`config.mk`:
```
export PLATFORM = sky130hd
export DESIGN_NAME = reg_writeback
export DESIGN_NICKNAME = d
export VERILOG_FILES = /design/src/rtl/regfile_pkg.sv /design/src/rtl/wb_fifo2.sv /design/src/rtl/reg_writeback.sv
export SDC_FILE = /design/constraint.sdc
export NUM_CORES = 1
export LEC_CHECK = 0
export ABC_CLOCK_PERIOD_IN_PS = 3300
export CORE_AREA = 5 5 92 103
export CTS_CLUSTER_DIAMETER = 100
export DETAILED_ROUTE_END_ITERATION = 8
export DIE_AREA = 0 0 97 108
export SETUP_SLACK_MARGIN = 0.02
export SYNTH_ARGS = -nofsm -noshare
export SYNTH_HDL_FRONTEND = slang
export SYNTH_SLANG_ARGS = --single-unit
```
`constraint.sdc`:
```
create_clock -name clk -period 3.3 [get_ports clk]
set_input_delay 0.825 -clock clk [delete_from_list [all_inputs] [get_ports clk]]
set_output_delay 0.825 -clock clk [all_outputs]
set_load 0.03 [all_outputs]
```
`src/rtl/regfile_pkg.sv`:
```
`default_nettype none
// ============================================================================
// Module : regfile_pkg
// Brief  : Shared widths and the packed write-back FIFO entry.
// Rev    : 1.0
// ============================================================================
package regfile_pkg;

  localparam int DW    = 8;
  localparam int COUNT = 3;
  localparam int AW    = COUNT - 1;
  localparam int NREG  = 1 << AW;

  localparam logic [COUNT-1:0] COUT_ADDR = 3'b111;

  typedef struct packed {
    logic          wr;
    logic [AW-1:0] dst;
    logic [DW-1:0] data;
    logic          cout_we;
    logic [DW-1:0] cout;
  } wb_entry_t;

endpackage : regfile_pkg
`default_nettype wire

```
`src/rtl/wb_fifo2.sv`:
```
`default_nettype none
// ============================================================================
// Module : wb_fifo2
// Brief  : Two-entry in-order FIFO of ALU write-back entries.
// Rev    : 1.0
// ============================================================================
module wb_fifo2
  import regfile_pkg::*;
(
  input  logic       clk,
  input  logic       rst_n,
  input  logic       push,
  input  wb_entry_t  din,
  input  logic       pop,
  output wb_entry_t  head,
  output wb_entry_t  second,
  output logic [1:0] count,
  output logic       full,
  output logic       empty
);

  wb_entry_t  r_mem [2];
  logic       r_wr_ptr;
  logic       r_rd_ptr;
  logic [1:0] r_count;

  always_ff @(posedge clk or negedge rst_n) begin
    if (!rst_n) begin
      r_mem[0] <= '0;
      r_mem[1] <= '0;
      r_wr_ptr <= 1'b0;
      r_rd_ptr <= 1'b0;
      r_count  <= 2'd0;
    end else begin
      if (push) begin
        r_mem[r_wr_ptr] <= din;
        r_wr_ptr        <= ~r_wr_ptr;
      end
      if (pop) begin
        r_rd_ptr <= ~r_rd_ptr;
      end
      case ({push, pop})
        2'b10:   r_count <= r_count + 2'd1;
        2'b01:   r_count <= r_count - 2'd1;
        default: r_count <= r_count;
      endcase
    end
  end

  // second is only meaningful when count == 2
  assign head   = r_mem[r_rd_ptr];
  assign second = r_mem[~r_rd_ptr];
  assign count  = r_count;
  assign full   = (r_count == 2'd2);
  assign empty  = (r_count == 2'd0);

endmodule : wb_fifo2
`default_nettype wire

```
`src/rtl/reg_writeback.sv`:
```
`default_nettype none
// ============================================================================
// Module : reg_writeback
// Brief  : Arbitrates unbuffered loads and FIFO-buffered ALU results onto the
//          register file write port with registered outputs.
// Rev    : 1.0
// ============================================================================
module reg_writeback
  import regfile_pkg::*;
#(
  parameter int COUNT = regfile_pkg::COUNT,
  parameter int DW    = regfile_pkg::DW
) (
  input  logic                      clk,
  input  logic                      rst_n,
  input  logic                      alu_valid,
  output logic                      alu_ready,
  input  logic                      alu_wr,
  input  logic [COUNT-2:0]          alu_dst,
  input  logic [DW-1:0]             alu_data,
  input  logic                      alu_cout_we,
  input  logic [DW-1:0]             alu_cout,
  input  logic                      ld_valid,
  output logic                      ld_ready,
  input  logic [COUNT-2:0]          ld_dst,
  input  logic [DW-1:0]             ld_data,
  output logic                      rf_we,
  output logic [COUNT-2:0]          rf_waddr,
  output logic [DW-1:0]             rf_wdata,
  output logic                      rf_cout_we,
  output logic [DW-1:0]             rf_cout_data,
  output logic [(2**(COUNT-1))-1:0] pending
);

  localparam int c_aw   = COUNT - 1;
  localparam int c_nreg = 2 ** c_aw;

  wb_entry_t         w_alu_entry;
  wb_entry_t         w_head;
  wb_entry_t         w_second;
  wb_entry_t         w_present;
  logic [1:0]        w_count;
  logic              w_full;
  logic              w_empty;
  logic              w_ld_fire;
  logic              w_alu_fire;
  logic              w_alu_useful;
  logic              w_push;
  logic              w_pop;
  logic              w_bypass;
  logic              w_present_alu;
  logic [c_nreg-1:0] w_pending;

  logic              r_rf_we;
  logic [c_aw-1:0]   r_rf_waddr;
  logic [DW-1:0]     r_rf_wdata;
  logic              r_rf_cout_we;
  logic [DW-1:0]     r_rf_cout_data;

  wb_fifo2 u_fifo (
    .clk    (clk),
    .rst_n  (rst_n),
    .push   (w_push),
    .din    (w_alu_entry),
    .pop    (w_pop),
    .head   (w_head),
    .second (w_second),
    .count  (w_count),
    .full   (w_full),
    .empty  (w_empty)
  );

  // A register is pending exactly while a queued ALU entry still targets it;
  // loads and bypassed results are presented at their acceptance edge.
  for (genvar i = 0; i < c_nreg; i++) begin : g_pending
    assign w_pending[i] =
        (!w_empty && w_head.wr && (w_head.dst == c_aw'(i))) ||
        ((w_count == 2'd2) && w_second.wr && (w_second.dst == c_aw'(i)));
  end

  assign pending   = w_pending;
  assign alu_ready = !w_full;
  assign ld_ready  = !w_pending[ld_dst];

  always_comb begin
    w_alu_entry         = '0;
    w_alu_entry.wr      = alu_wr;
    w_alu_entry.dst     = alu_dst;
    w_alu_entry.data    = alu_data;
    w_alu_entry.cout_we = alu_cout_we;
    w_alu_entry.cout    = alu_cout;

    w_ld_fire     = ld_valid && ld_ready;
    w_alu_fire    = alu_valid && alu_ready;
    // Entries that write nothing are accepted but never stored or presented.
    w_alu_useful  = alu_wr || alu_cout_we;
    w_pop         = !w_ld_fire && !w_empty;
    w_bypass      = !w_ld_fire && w_empty && w_alu_fire && w_alu_useful;
    w_push        = w_alu_fire && w_alu_useful && !w_bypass;
    w_present_alu = w_pop || w_bypass;
    w_present     = w_bypass ? w_alu_entry : w_head;
  end

  always_ff @(posedge clk or negedge rst_n) begin
    if (!rst_n) begin
      r_rf_we        <= 1'b0;
      r_rf_waddr     <= '0;
      r_rf_wdata     <= '0;
      r_rf_cout_we   <= 1'b0;
      r_rf_cout_data <= '0;
    end else if (w_ld_fire) begin
      r_rf_we      <= 1'b1;
      r_rf_waddr   <= ld_dst;
      r_rf_wdata   <= ld_data;
      r_rf_cout_we <= 1'b0;
    end else if (w_present_alu) begin
      r_rf_we      <= w_present.wr;
      r_rf_cout_we <= w_present.cout_we;
      if (w_present.wr) begin
        r_rf_waddr <= w_present.dst;
        r_rf_wdata <= w_present.data;
      end
      if (w_present.cout_we) begin
        r_rf_cout_data <= w_present.cout;
      end
    end else begin
      r_rf_we      <= 1'b0;
      r_rf_cout_we <= 1'b0;
    end
  end

  assign rf_we        = r_rf_we;
  assign rf_waddr     = r_rf_waddr;
  assign rf_wdata     = r_rf_wdata;
  assign rf_cout_we   = r_rf_cout_we;
  assign rf_cout_data = r_rf_cout_data;

endmodule : reg_writeback
`default_nettype wire

```
**Yosys cells after proc, flatten, opt, wreduce, memory -nomap -nowiden**

Index checks and enable logic that the tools add are counted.

- Input bits: 34
- Output and inout port bits: 26
- Register bits: 64

- Bitwise gates (word level): 6
- Add/subtract/negate cells: 2
- $lt $le $gt $ge: 5
- Reduce and logical (&&, ||, !) cells: 38
- Muxes and demuxes: 23
- Eq/ne operators: 9

Operators with widths:

| cell | count |
|---|---|
| $mux 20 | 8 |
| $bwmux 40 | 1 |
| $mux 8 | 3 |
| $demux 20 s1 | 1 |
| $logic_and 1x1->1 | 19 |
| $eq 2x2->1 const B | 6 |
| $eq 2x1->1 const B | 3 |
| $ge 2x2->1 const B | 3 |
| $logic_not 2->1 | 3 |
| $logic_or 1x1->1 | 6 |
| $mux 2 | 3 |
| $not 1->2 | 3 |
| $reduce_bool 2->1 | 3 |
| $logic_not 1->1 | 5 |
| $mux 1 | 5 |
| $pmux 2 s2 | 1 |
| $lt 2x3->1 const B | 1 |
| $not 1->1 | 3 |
| $reduce_and 3->1 | 1 |
| $add 2x1->2 const B | 1 |
| $bmux 1 s2 | 1 |
| $lt 2x1->1 const B | 1 |
| $reduce_and 2->1 | 1 |
| $sub 2x1->2 const B | 1 |

**Longest topological paths before layout**

Gate-level depths: netlist (run 1).

- Depth after elaboration: 20
- Depth in mapped cells: 13

**By module**

Synthesis (run 1) repeated with hierarchy kept, for this count alone.

- Cells, all modules: 296
- Area total of the unflattened synthesis: 3568.4 um^2

Modules (own cells, without submodules):

| module | cells each | instances | seq. area each (um^2) | area an instance (um^2) |
|---|---|---|---|---|
| wb_fifo2 | 145 | 1 | 1101.1 | 2203.4 |
| reg_writeback | 151 | 1 | 500.5 | 1365.1 |

**Least setup slack after synthesis (run 1)**

Ideal clock, no wire load.

- Path type: reg2reg
- From: register u_fifo.r_count[0], in the netlist u_fifo.count[0]
- To: register u_fifo.r_count[1], in the netlist u_fifo.count[1]
- Stages on the path, launching flop included: 11
- Buffers on the path: 1
- Arrival: 2795 ps
- Setup slack: 425 ps
- Period minus slack after synthesis: 2875 ps
- Path through: dfrtp_1 nand2b_1 nor2_1 a32oi_1 mux4_2 nand2_1 buf_2 a21o_1 ha_1 nor2_1 xor2_1

- Elaborated cells between the ends (all ways): 37

RTL lines:

| element | RTL line | RTL |
|---|---|---|
| from (decl) | wb_fifo2.sv:25 | `logic [1:0] r_count;` |
| from (signal assigned) | wb_fifo2.sv:43 | `2'b10: r_count <= r_count + 2'd1;` |
| from (signal assigned) | wb_fifo2.sv:44 | `2'b01: r_count <= r_count - 2'd1;` |
| from (signal assigned) | wb_fifo2.sv:45 | `default: r_count <= r_count;` |
| $eq 2x2->1 (*) | wb_fifo2.sv:54 | `assign full = (r_count == 2'd2);` |
| $logic_not 1->1 (*) | reg_writeback.sv:82 | `assign alu_ready = !w_full;` |
| via alu_ready | reg_writeback.sv:17 | `output logic alu_ready,` |
| $logic_and 1x1->1 (*) | reg_writeback.sv:94 | `w_alu_fire = alu_valid && alu_ready;` |
| $logic_and 1x1->1 (2 in a row) | reg_writeback.sv:98 | `w_bypass = !w_ld_fire && w_empty && w_alu_fire && w_alu_useful;` |
| $logic_not 1->1 | reg_writeback.sv:99 | `w_push = w_alu_fire && w_alu_useful && !w_bypass;` |
| $logic_and 1x1->1 (*) | reg_writeback.sv:99 |  |
| $eq 2x1->1 or $eq 2x2->1 (tied branches) | wb_fifo2.sv:42 | `case ({push, pop})` |
| $pmux 2 s2 or $reduce_bool 2->1 (tied branches) | n/a |  |

The timed path passes the listed nets; every way through them passes the cells marked *. The select of a mux whose other input is x is not followed.
A chain may end at the register's enable or synchronous reset.

**Worst setup path after layout (run 1)**

- From: register u_fifo.r_rd_ptr
- To: output port ld_ready

- Cells in the longest elaborated chain, start to end: 11
- Elaborated cells between the ends (all ways): 34

Ends and longest elaborated chain:

| element | RTL line | RTL |
|---|---|---|
| from (decl) | wb_fifo2.sv:24 | `logic r_rd_ptr;` |
| from (signal assigned) | wb_fifo2.sv:40 | `r_rd_ptr <= ~r_rd_ptr;` |
| $not 1->1 | wb_fifo2.sv:52 | `assign second = r_mem[~r_rd_ptr];` |
| $not 1->2 | wb_fifo2.sv:52 |  |
| $mux 20 (implied by the code) (3 in a row) | wb_fifo2.sv:52 |  |
| $eq 2x1->1 (tied with other cells) | reg_writeback.sv:78 | `((w_count == 2'd2) && w_second.wr && (w_second.dst == c_aw'(i)));` |
| $logic_and 1x1->1 | reg_writeback.sv:78 |  |
| $logic_or 1x1->1 | reg_writeback.sv:77 | `(!w_empty && w_head.wr && (w_head.dst == c_aw'(i))) \|\|` |
| $bmux 1 s2 (*) | reg_writeback.sv:83 | `assign ld_ready = !w_pending[ld_dst];` |
| $mux 1 (implied by the code) (*) | reg_writeback.sv:83 |  |
| $logic_not 1->1 (*) | reg_writeback.sv:83 |  |
| to (decl) | reg_writeback.sv:24 | `output logic ld_ready,` |

Every way passes the cells marked *; elsewhere a longest branch is shown, timed or not. The select of a mux whose other input is x is not followed.

==> results of run 1 <==
## state kept, by name (all words and copies together) (netlist names)
register         count
u_fifo.r_wr_ptr      1
u_fifo.count         2
u_fifo.r_rd_ptr      1
u_fifo.r_mem        40
rf_cout_we           1
rf_we                1
rf_cout_data         8
rf_waddr             2
rf_wdata             8
## power by group
group / total, W / internal, W / leakage, nW / switching, W
sequential: 0.00146 / 0.00120 / 0.757 / 0.000256
clock: 0.000794 / 0.000504 / 0.122 / 0.000290
combinational: 0.00255 / 0.00131 / 1.03 / 0.00124
total: 0.00480 / 0.00302 / 1.91 / 0.00179
## per-layer routing
| layer | vias to the layer above | track usage |
|---|---|---|
| met5 | - | 0 |
| met4 | 0 | 0.0421 |
| met3 | 10 | 0.0510 |
| met2 | 73 | 0.215 |
| met1 | 1070 | 0.184 |
| li1 | 1062 | - |
## cell families after synthesis
logic type	count (synthesis)	synth area share
mux	86	0.320
buf+inv	17	0.0343
compound gates	40	0.0795
fa+ha+maj	1	0.00386
flops	64	0.494
xor+xnor	4	0.0108
simple gates	46	0.0579
## area by class of cell
class / count / area [sq um]
Sequential cell: 64 / 1600
Clock inverter: 2 / 60.1
Inverter: 4 / 15.0
Multi-Input combinational cell: 177 / 1550
Tap cell: 111 / 139
Clock buffer: 13 / 179
Fill cell: 741 / 4030
Timing Repair Buffer: 74 / 699
## cells in the final DEF (no fill, tap or decap), drive strengths merged
cell            n
dfrtp          64
mux2           61
clkdlybuf4s50  53
mux2i          24
nand2          21
o21ai          21
buf            20
nor2           19
clkbuf         13
a21oi          11
a32oi           4
inv             4
nand2b          2
xnor2           2
xor2            2
bufinv          2
a31oi           2
nor3            2
mux4            1
a21o            1
nor2b           1
a41oi           1
and3            1
ha              1
dlygate4sd2     1
## final timing paths
check | start | end | slack, ps | depth (start not counted)
min | u_fifo.r_mem[35] | u_fifo.r_mem[35] | 500 | 1
min in group asynchronous | rst_n | rf_wdata[5] | 600 | 1
min reg2reg | u_fifo.r_mem[35] | u_fifo.r_mem[35] | 500 | 1
max in group asynchronous | rst_n | u_fifo.r_mem[2] | 1950 | 2
max | u_fifo.r_rd_ptr | ld_ready | 140 | 4
max reg2reg | u_fifo.r_rd_ptr | u_fifo.r_mem[2] | 560 | 7
## through the flow
stage / util / std cells / worst slack, ps
floorplan: - / 258 / 425
global placement: 0.483 / 430 / -56.5
detailed placement: 0.483 / 430 / -39.1
CTS: 0.512 / 445 / 74.0
global route: 0.513 / 445 / 28.8
finish: 0.513 / 445 / 144
## repair_timing
item	in CTS	in global routing
gates cloned	0	0
resized for setup	2	1
setup endpoints to repair	1	1
pin swaps	0	0
## worst max-delay path, stage by stage (launching register included)
cell and delay, ps:
dfrtp_2 500, mux2i_1 380, a32oi_1 190, mux4_2 530, dlygate4sd2_1 390
==> results.txt, run 1 <==
max-cap check violation count: 0
Final ANT Viol Nets: 0
via count: 2215
1st-iter DRT viols: 50
H-tree depth: 3
Crit path required time: 2470 ps
root buffer cell: clkbuf_8
Cells after Synth: 258
Layout Nets: 365
Main synth FF type: dfrtp_1
Ports: 60
wire length on met2: 3.19 mm
Leak: 1.91 nW
dpl hpwl: 4.87 mm
vias in the first global route: 2314
placed cell areas: 4000 sq um
RSZ-0062 raised after global routing: no
Crit. End Element: primary output
layout cells sized above 1: 0.311
Clock Latency Late Sink: 330 ps
post-DR vias/cell: 4.98
Die X: 97 um
Setup TNS: 0 ps
Worst slew margin: 0.430
Area growth syn-to-layout: 30.9%
CTS Hold Bufs: 0
CTS buffer count: 9
final hold slack: 504 ps
antenna cells: 0
Top Metal Used: met4
syn avg cell area: 12.6 sq um
Final Cycle Share: 0.956
Ys Warns: 0
sequential area share after synthesis: 0.494
Post-Syn Area: 3240 sq um
overall die height: 108 um
Peak VDD IR: 496 uV
slew at the pin closest to its max-slew limit: 856 ps
FMAX: 0.317 GHz
most common cell in the netlist: dfrtp_1
core area: 8280 sq um
total power per unit cell area: 1130 nW/um^2
router iterations before antenna repair: 4
Post-synth EDFFs: 0
Final Cell Area: 4240 sq um
total track usage: 0.139
share of the synthesized area in the top cell type: 0.494
Starting Density: 0.392
Synth Net Count: 293
min Tclk post-route: 3160 ps
CTS tree: done
crit path launch type: flop
type of the worst min-delay path: flop to flop
Post-synth top cells: dfrtp_1 (64), mux2_2 (38), mux2i_1 (24), mux2_4 (23)
final setup vio count: 0
final hold violations: 0
Rows: 35
Worst Path Class, Setup: flop to primary output
leading area contributor after synthesis: dfrtp_1
die area: 10500 sq um
skew final: 9.25 ps
total power: 0.00480 W
synth unique cells: 29
Pins Over Slew Limit: 0
clock sink count: 64
Longest Clk Path Bufs: 2
GR Overflow Total: 0
asr flop ratio synth: 1.00
Yosys reg bits: 64
Worst Path Arrival: 2330 ps
first-pass GRT wire length: 11.7 mm
Buffers on Ports: 59
pin count of the biggest net entering global routing: 38
top post-synthesis cells by area: dfrtp_1 (49%), mux2_2 (13%), mux2_4 (11%), mux2i_1 (7.4%), o21ai_0 (3.2%)
clock slew seen by the registers of the worst setup and hold paths: 70 ps
RePlAce Congestion: 0.780
met3 WL: 435 um
DR WL/cell: 15.6 um
critical-path maximum fanout: 9
initial antenna violation count: 0
status: finished, final reports clean
metal1 wirelength: 3.24 mm
DRC Markers: 0
DRT Wirelength: 6.95 mm
post-CTS setup buffer count: 0
(Power assumes the default switching activity.)
==> run 2: changes to the inputs <==
Settings changed: CORE_AREA 5 5 92 103 to 5 5 82 91, DIE_AREA 0 0 97 108 to 0 0 87 96, DONT_BUFFER_PORTS set to 1, PLACE_DENSITY set to 0.66.
==> run 2 against run 1 <==
Against the previous run: critical path depth is 1 higher; worst setup slack better by 72 ps; design area decreased by 15%; sequential cell count did not move; sequential share of layout area grew 6.8 points; final cell count fell by 21%; combinational power decreased by 26%; first-iteration DRC count is 56% higher; clock power up 3.8%; register-to-register slack gained 20 ps; critical path type unchanged; sequential power up 18%; largest power group unchanged; total power down 7.7%.
==> results.txt, run 2 (synthesis gave the netlist of run 1 again) <==
Crit. End Element: primary output (unchanged)
max-cap check violation count: 0 (unchanged)
CTS buffer count: 9 (unchanged)
Place WS: 468 ps (was -39.1 ps)
Worst Path Class, Setup: flop to primary output (unchanged)
1st-iter DRT viols: 78 (was 50)
Longest Clk Path Bufs: 2 (unchanged)
R2R Path Start: u_fifo.r_rd_ptr (unchanged)
Rows: 31 (was 35)
post-DR vias/cell: 5.58 (was 4.98)
H-tree depth: 3 (unchanged)
Final Core Density: 0.556 (was 0.513)
RePlAce Congestion: 0.792 (was 0.780)
vias in the first global route: 1958 (was 2314)
type of the worst min-delay path: primary input to asynchronous set/reset pin (was flop to flop)
Layout Nets: 301 (was 365)
max FFs per register: 40 (unchanged)
CTS tree: done (unchanged)
status: finished, final reports clean (unchanged)
r2r worst-path depth: 7 (unchanged)
RSZ-0062 raised after global routing: no (unchanged)
Clock Latency Late Sink: 340 ps (was 330 ps)
GR Overflow Total: 0 (unchanged)
Worst slew margin: 0.736 (was 0.430)
root buffer cell: clkbuf_8 (unchanged)
final setup margin: 217 ps (was 144 ps)
router iterations before antenna repair: 4 (unchanged)
dpl hpwl: 4.10 mm (was 4.87 mm)
post-CTS setup buffer count: 0 (unchanged)
Setup TNS: 0 ps (unchanged)
FMAX: 0.324 GHz (was 0.317 GHz)
Leak: 1.65 nW (was 1.91 nW)
Die X: 87 um (was 97 um)
Final ANT Viol Nets: 0 (unchanged)
crit path launch type: flop (unchanged)
Pins Over Slew Limit: 0 (unchanged)
Ports: 60 (unchanged)
overall die height: 96 um (was 108 um)
antenna cells: 0 (unchanged)
Area growth syn-to-layout: 11.0% (was 30.9%)
Worst R2R Setup Slack: 580 ps (was 560 ps)
Starting Density: 0.500 (was 0.392)
Crit path required time: 2470 ps (about the same)
total track usage: 0.166 (was 0.139)
most common cell after layout, fill and taps aside: dfrtp_1 (unchanged)
Buffers on Ports: 0 (was 59)
Worst Path Arrival: 2260 ps (was 2330 ps)
clock sink count: 64 (unchanged)
final hold violations: 0 (unchanged)
FF-to-FF End: u_fifo.r_mem[35] (was u_fifo.r_mem[2])
via count: 1969 (was 2215)
skew final: 7.35 ps (was 9.25 ps)
final setup vio count: 0 (unchanged)
CTS Hold Bufs: 0 (unchanged)
most frequent cells in the layout: dfrtp_1 (63), mux2_2 (38), mux2i_1 (24) (was dfrtp_1 (63), clkdlybuf4s50_1 (53), mux2_2 (38))
slew at the pin closest to its max-slew limit: 391 ps (was 856 ps)
Final Cycle Share: 0.934 (was 0.956)
post-CTS sizing: 0 (was 2)
DRC Markers: 0 (unchanged)
DRT Wirelength: 6.28 mm (was 6.95 mm)
pin count of the biggest net entering global routing: 65 (was 38)
first-pass GRT wire length: 10.3 mm (was 11.7 mm)
die area: 8350 sq um (was 10500 sq um)
total power per unit cell area: 1230 nW/um^2 (was 1130 nW/um^2)
initial antenna violation count: 0 (unchanged)
Peak VDD IR: 531 uV (was 496 uV)
core area: 6480 sq um (was 8280 sq um)
most flop-heavy register: u_fifo.r_mem (unchanged)
layout cells sized above 1: 0.343 (was 0.311)
clock slew seen by the registers of the worst setup and hold paths: 70 ps (about the same)
DR WL/cell: 17.8 um (was 15.6 um)
critical-path maximum fanout: 9 (unchanged)
min Tclk post-route: 3080 ps (was 3160 ps)
run 2: changes by cell type in the layout (fill, tap and decap cells not counted), sizes merged:
cell / previous run / this run
buf: 20 / 10
bufinv: 2 / 3
clkbuf: 13 / 11
clkdlybuf4s50: 53 / 0
clkinv: 0 / 2
dlygate4sd2: 1 / 0
run 2: how the worst max path moves through the flow:
stage / from / slack (ps) / depth (start not counted) / end
after floorplan: u_fifo.count[0] / 430 / 10 / u_fifo.count[1]
final: u_fifo.r_rd_ptr / 220 / 5 / ld_ready
after detailed placement: u_fifo.r_rd_ptr / 470 / 5 / ld_ready
after global placement: u_fifo.r_rd_ptr / 530 / 4 / ld_ready
after global routing: u_fifo.r_rd_ptr / 120 / 4 / ld_ready
after CTS: u_fifo.r_rd_ptr / 90 / 5 / ld_ready
run 2: stage by stage:
stage | std cells | power, W | area [sq um] | hold slack [ps]
floorplan | 258 | 0.00329 | 3240 | 479
global placement | 337 | 0.00358 | 3350 | 487
detailed placement | 337 | 0.00364 | 3350 | 492
CTS | 353 | 0.00448 | 3600 | 161
global route | 353 | 0.00476 | 3600 | 158
finish | 353 | 0.00443 | 3600 | 180
run 2: layer usage:
metal	share of wire	global-route usage	vias to the layer above
met1	0.45	0.217	962
met5	0	0	-
met3	0.095	0.0702	10
met2	0.44	0.234	59
met4	0.018	0.0844	0
li1	-	-	938
run 2: where the power goes:
part           switching [W]  internal, W  total (W)
clock               0.000301     0.000523   0.000824
sequential          0.000531      0.00120    0.00173
combinational       0.000876      0.00100    0.00188
total                0.00171      0.00272    0.00443
run 2: area by class of cell:
type | instances | area [sq um]
fill | 543 | 2880
tap | 82 | 103
multi-input combinational | 177 | 1550
inverter | 4 | 15.0
sequential | 64 | 1600
clock buffer | 11 | 141
timing repair buffer | 10 | 87.6
clock inverter | 5 | 104
run 2: worst max-delay path, stage by stage, from the launching register on:
cell,delay [ps]
dfrtp_2,510
mux2_4,360
nor2_1,110
a32oi_1,80
mux4_2,630
buf_4,230
